[config.mk]
export PLATFORM = sky130hd
export DESIGN_NAME = capture_ctrl_flat
export DESIGN_NICKNAME = d
export VERILOG_FILES = /design/src/rtl/capture_ctrl_pkg.sv /design/src/rtl/capture_ctrl_if.sv /design/src/rtl/capture_ctrl.sv /design/src/flat_wrapper.sv
export SDC_FILE = /design/constraint.sdc
export NUM_CORES = 1
export LEC_CHECK = 0
export ABC_CLOCK_PERIOD_IN_PS = 5200
export CAP_MARGIN = 20
export CORE_MARGIN = 3
export CORE_UTILIZATION = 25
export DETAILED_ROUTE_END_ITERATION = 7
export MAX_ROUTING_LAYER = met4
export PLACE_DENSITY = 0.51
export RECOVER_POWER = 100
export SYNTH_ARGS = -nofsm -noshare
export SYNTH_HDL_FRONTEND = slang
export SYNTH_SLANG_ARGS = --single-unit
[constraint.sdc]
create_clock -name clk -period 5.2 [get_ports clk]
set_input_delay 0.78 -clock clk [delete_from_list [all_inputs] [get_ports clk]]
set_output_delay 0.78 -clock clk [all_outputs]
set_load 0.005 [all_outputs]
[src/rtl/capture_ctrl_pkg.sv]
// Constants and state encoding shared by capture_ctrl, cmd_cfg and the dump logic.
package la_pkg;

  localparam int ENTRIES = 384;
  localparam int LOG2    = 9;

  typedef enum logic [1:0] {
    IDLE,
    CAPTURE,
    DONE
  } cap_state_t;

endpackage

[src/rtl/capture_ctrl_if.sv]
// Sample strobe, trigger status and RAMqueue write port seen by the capture controller.
interface capture_ctrl_if #(
  parameter int LOG2 = la_pkg::LOG2
) ();

  logic            wrt_smpl;
  logic            run;
  logic            capture_done;
  logic            triggered;
  logic [LOG2-1:0] trig_pos;
  logic            we;
  logic [LOG2-1:0] waddr;
  logic            armed;
  logic            set_capture_done;

  // The capture controller is the master: it owns the write port and status outputs.
  modport master (
    input  wrt_smpl, run, capture_done, triggered, trig_pos,
    output we, waddr, armed, set_capture_done
  );

  modport slave (
    output wrt_smpl, run, capture_done, triggered, trig_pos,
    input  we, waddr, armed, set_capture_done
  );

endinterface

[src/rtl/capture_ctrl.sv]
// Writes kept samples into the circular RAMqueue, arms the trigger once the
// pre-trigger region is full and stops after trig_pos post-trigger samples.
module capture_ctrl #(
  parameter int ENTRIES = la_pkg::ENTRIES,
  parameter int LOG2    = la_pkg::LOG2
) (
  input  logic           clk,
  input  logic           rst_n,
  capture_ctrl_if.master bus
);

  import la_pkg::*;

  localparam logic [LOG2:0]   ENTRIES_W = (LOG2+1)'(ENTRIES);
  localparam logic [LOG2:0]   ONE_W     = (LOG2+1)'(1);
  localparam logic [LOG2-1:0] LAST_ADDR = LOG2'(ENTRIES - 1);

  cap_state_t      state;
  cap_state_t      state_next;
  logic [LOG2-1:0] waddr;
  logic [LOG2:0]   smpl_cnt;
  logic [LOG2:0]   trig_cnt;
  logic            armed;
  logic            set_done;

  logic            start;
  logic            write;
  logic [LOG2:0]   smpl_inc;
  logic [LOG2:0]   arm_sum;
  logic [LOG2:0]   trig_inc;
  logic            arm_hit;
  logic            trig_write;
  logic            complete;

  // Dropping run suppresses the write in the same cycle.
  assign write = (state == CAPTURE) && bus.run && bus.wrt_smpl;

  always_comb begin
    smpl_inc   = (smpl_cnt >= ENTRIES_W) ? smpl_cnt : smpl_cnt + ONE_W;
    arm_sum    = smpl_inc + {1'b0, bus.trig_pos};
    arm_hit    = write && (arm_sum >= ENTRIES_W);
    trig_write = write && bus.triggered && armed;
    trig_inc   = trig_cnt + ONE_W;
    // trig_pos of 0 is satisfied by the first armed trigger write, same as 1.
    complete   = trig_write && (trig_inc >= {1'b0, bus.trig_pos});
  end

  always_ff @(posedge clk or negedge rst_n) begin
    if (!rst_n) state <= IDLE;
    else        state <= state_next;
  end

  always_comb begin
    state_next = state;
    start      = 1'b0;
    unique case (state)
      IDLE: begin
        if (bus.run && !bus.capture_done) begin
          start      = 1'b1;
          state_next = CAPTURE;
        end
      end
      CAPTURE: begin
        if (!bus.run)     state_next = IDLE;
        else if (complete) state_next = DONE;
      end
      DONE: begin
        if (!bus.capture_done || !bus.run) state_next = IDLE;
      end
      default: state_next = IDLE;
    endcase
  end

  // armed is sticky until the next capture starts so the trigger logic
  // keeps seeing it through DONE and the dump.
  always_ff @(posedge clk or negedge rst_n) begin
    if (!rst_n) begin
      waddr    <= '0;
      smpl_cnt <= '0;
      trig_cnt <= '0;
      armed    <= 1'b0;
      set_done <= 1'b0;
    end else begin
      set_done <= complete;
      if (start) begin
        waddr    <= '0;
        smpl_cnt <= '0;
        trig_cnt <= '0;
        armed    <= 1'b0;
      end else if (write) begin
        waddr    <= (waddr == LAST_ADDR) ? '0 : waddr + 1'b1;
        smpl_cnt <= smpl_inc;
        if (arm_hit)    armed    <= 1'b1;
        if (trig_write) trig_cnt <= trig_inc;
      end
    end
  end

  assign bus.we               = write;
  assign bus.waddr            = waddr;
  assign bus.armed            = armed;
  assign bus.set_capture_done = set_done;

endmodule

[src/flat_wrapper.sv]
// flat-port wrapper written by rule: the top's interface ports become plain ports
module capture_ctrl_flat import la_pkg::*;
#(
  parameter int ENTRIES = la_pkg::ENTRIES,
  parameter int LOG2    = la_pkg::LOG2
)
  (clk, rst_n, bus_wrt_smpl, bus_run, bus_capture_done, bus_triggered, bus_trig_pos, bus_we, bus_waddr, bus_armed, bus_set_capture_done);
  capture_ctrl_if #(.LOG2(LOG2)) bus_i ();
  input  logic clk;
  input  logic rst_n;
  input wire logic [$bits(bus_i.wrt_smpl)-1:0] bus_wrt_smpl;
  input wire logic [$bits(bus_i.run)-1:0] bus_run;
  input wire logic [$bits(bus_i.capture_done)-1:0] bus_capture_done;
  input wire logic [$bits(bus_i.triggered)-1:0] bus_triggered;
  input wire logic [$bits(bus_i.trig_pos)-1:0] bus_trig_pos;
  output wire logic [$bits(bus_i.we)-1:0] bus_we;
  output wire logic [$bits(bus_i.waddr)-1:0] bus_waddr;
  output wire logic [$bits(bus_i.armed)-1:0] bus_armed;
  output wire logic [$bits(bus_i.set_capture_done)-1:0] bus_set_capture_done;
  assign bus_i.wrt_smpl = bus_wrt_smpl;
  assign bus_i.run = bus_run;
  assign bus_i.capture_done = bus_capture_done;
  assign bus_i.triggered = bus_triggered;
  assign bus_i.trig_pos = bus_trig_pos;
  assign bus_we = bus_i.we;
  assign bus_waddr = bus_i.waddr;
  assign bus_armed = bus_i.armed;
  assign bus_set_capture_done = bus_i.set_capture_done;
  capture_ctrl #(.ENTRIES(ENTRIES), .LOG2(LOG2)) u_core (.clk(clk), .rst_n(rst_n), .bus(bus_i));
endmodule
==> metrics.md <==
| Metric | Value |
|---|---|
| Outcome | `finished with violations` |
| Failing checks | `capacitance limit, slew limit` |
| # fillers | `935` |
| Global-route wire length before repair | `9240 microns` |
| Highest cell delay on the worst timing path | `670 ps` |
| WL final | `5400 microns` |
| DR iter-0 viols | `72` |
| Critical path required time | `4420 ps` |
| Num CTS Buffers | `5` |
| Clock sink count | `33` |
| Root buffer selected by CTS | `clkbuf_8` |
| CTS H-tree depth | `2` |
| Ant diodes | `0` |
| Clock transition at path regs | `70 ps` |
| Worst setup EP type | `output port` |
| Clk_lat worst skew | `280 ps` |
| CP Cell Sequence | `dlygate4sd3_1, nand4b_1, inv_1, clkbuf_1, dlygate4sd3_1` |
| Setup TNS | `0 ps` |
| Most Used Layer, Global Route | `met2` |
| Number of setup buffers added after CTS | `0` |
| WL/cell | `13.5 microns` |
| Post-synth cell types | `50` |
| Critical path arrival | `3220 ps` |
| Min-Delay Path Class | `flip-flop to flip-flop` |
| Share of cells above drive strength 1 | `0.0481` |
| Hold buffers post-CTS | `0` |
| Die height | `102 microns` |
| Vias in the first global route | `1975` |
| Largest net degree at the start of global routing | `34` |
| Yosys warns | `0` |
| Syn_nets | `299` |
| Initial antenna violation count | `0` |
| Port bufs | `26` |
| FFs w/ async S/R, synth | `1.00` |
| Most common cell after layout, fill and taps aside | `dfrtp_1` |
| Post-synth top flop | `dfrtp_1` |
| Max cap viols | `1` |
| Placer Congestion | `0.769` |
| Placement Rows | `34` |
| Mapped Cells | `261` |
| Cell Count Post-Placement | `391` |
| Worst-margin pin slew | `1900 ps` |
| Final Max Tran Viols | `34` |
| Max_slew headroom | `-0.264` |
| Met1 usage | `0.144` |
| Skew final | `4.59 ps` |
| Via Count | `1931` |
| WP buf/inv | `4` |
| Power density over cell area | `205 nW/um^2` |
| Met2 GRT Util | `0.189` |
| RSZ-0062 raised after global routing | `false` |
| Placement Setup Slack | `1710 ps` |
| Vias/cell | `4.84` |
| Fin worst setup slack | `1200 ps` |
| Initial Util | `0.262` |
| Final setup viols | `0` |
| Leakage | `1.30 nW` |
| Met3 Use GR | `0.0246` |
| CTS max path bufs | `2` |
| Core area | `8850 sq um` |
| Top delay family on crit path | `buffers and inverters` |
| GRT Overall Usage | `0.114` |
| Worst-path fanout max | `16` |
| Die area | `10500 sq um` |
| Post-route cell area | `2790 sq um` |
| Post-Place Cell Area | `2700 sq um` |
| Antenna-violating nets left | `0` |
| DP Wirelength | `4140 microns` |
| Residual DRC | `0` |
| Worst Setup Start Kind | `input pin` |
| Final std cells w/o fill | `399` |
| Seq/Total Area, Yosys | `0.356` |
| Most frequent cells in the layout | `dfrtp_1 (33), nand2_1 (31), ha_1 (22)` |
| Layout Nets | `328` |
| Die X | `102 microns` |
| Post-CTS Resized | `0` |
| Slowest CP cell | `dlygate4sd3_1` |
| Synth-to-Final Area Change | `20.4%` |
| Area of the mapped netlist | `2320 sq um` |
| Cell mode on critical path | `dlygate4sd3_1` |
| Hold Violations, Final | `0` |
| TritonRoute pass-1 iters | `4` |
| #FFs+latches synth | `33` |
| Critical path class | `input pin to output port` |
| Fin util | `0.316` |
| Final min period | `4000 ps` |
| VDD IR max | `0.0000922 V` |
| Post-route clock period utilization | `0.770` |
| FMAX | `250 MHz` |
| EDFF count, synth | `0` |
| I/O pins | `27` |
| Mean Syn Cell Area | `8.89 sq um` |
| CTS tree | `built` |
| Global route overflow | `0` |
[kinds of logic (layout without fill, tap and decap cells)]
family,count (synthesis),in the layout,synth area share
buf+inv,23,53,0.0410
compound gates,66,66,0.194
simple gates,93,93,0.195
xor+xnor,23,23,0.0868
fa+ha+maj,23,23,0.127
flops,33,33,0.356
[worst paths after layout]
path,start,endpoint,slack [ps],depth (start not counted)
worst max-delay path,bus_run,bus_we,1200,5
worst min-delay path,u_core.trig_cnt[9],u_core.trig_cnt[9],500,1
worst max register to register,u_core.smpl_cnt[9],u_core.bus.armed,1990,10
worst min register to register,u_core.trig_cnt[9],u_core.trig_cnt[9],500,1
max in group asynchronous,rst_n,u_core.smpl_cnt[6],2550,2
min in group asynchronous,rst_n,u_core.trig_cnt[2],1560,2
[synthesized netlist by cell type (all sizes together), types with 2 or more instances]
| cell | instances | share of area |
|---|---|---|
| o21ai | 21 | 0.045 |
| nand2 | 31 | 0.050 |
| inv | 16 | 0.026 |
| nand3 | 14 | 0.030 |
| a21oi | 11 | 0.024 |
| and2 | 2 | 0.0054 |
| nor2 | 21 | 0.035 |
| a31oi | 4 | 0.011 |
| dfrtp | 33 | 0.36 |
| xor2 | 9 | 0.034 |
| o31ai | 6 | 0.019 |
| nand2b | 5 | 0.013 |
| a2111oi | 3 | 0.019 |
| o21a | 2 | 0.0065 |
| nor3 | 3 | 0.0065 |
| buf | 2 | 0.0070 |
| o22ai | 2 | 0.0054 |
| ha | 22 | 0.12 |
| a21o | 4 | 0.013 |
| nand4 | 2 | 0.0054 |
| clkbuf | 5 | 0.0081 |
| and3 | 3 | 0.0081 |
| a22o | 3 | 0.011 |
| a211oi | 2 | 0.0086 |
| nor4 | 3 | 0.011 |
| xnor2 | 14 | 0.053 |
[through the flow]
stage	hold slack [ps]	power, mW
5_1_grt	533	0.607
3_3_place_gp	495	0.366
3_5_place_dp	489	0.365
6_report	502	0.572
2_1_floorplan	466	0.323
4_1_cts	503	0.587
[per-layer routing]
metal  vias up  wire, microns
met5         -              0
met4         0             26
met3         5            142
met2        24           2550
met1       915           2690
li1        987              -
[state kept, by name, indices dropped and copies added, names as in the netlist]
register and cells:
u_core.smpl_cnt 10, u_core.bus.set_capture_done 1, u_core.trig_cnt 10, u_core.bus.armed 1, u_core.bus.waddr 9, u_core.state 2
[final cells by class]
class | instances | area, sq um | share of cell area
clock inverters | 1 | 5.00 | 0.00179
flip-flops and latches | 33 | 826 | 0.296
multi-input cells | 205 | 1400 | 0.500
clock buffers | 7 | 96.3 | 0.0345
inverters | 16 | 60.1 | 0.0215
well taps | 108 | 135 | 0.0484
repair buffers | 29 | 275 | 0.0985
[power by group]
group          switching [mW]  leakage [nW]  internal (mW)
Combinational          0.0459         0.794         0.0375
Clock                  0.0955        0.0542          0.120
Sequential            0.00894         0.457          0.264
Total                   0.150          1.30          0.421
[worst register-to-register path, cell delays in order (launching register included)]
cell and delay, ps:
dfrtp_1 480, a21oi_1 440, nand4_1 300, nor2_1 350, xor2_1 190, ha_1 280, a21oi_1 220, o21bai_1 170
a2111oi_4 350, nand2_1 80, a32o_1 240
(Power assumes the default switching activity.)
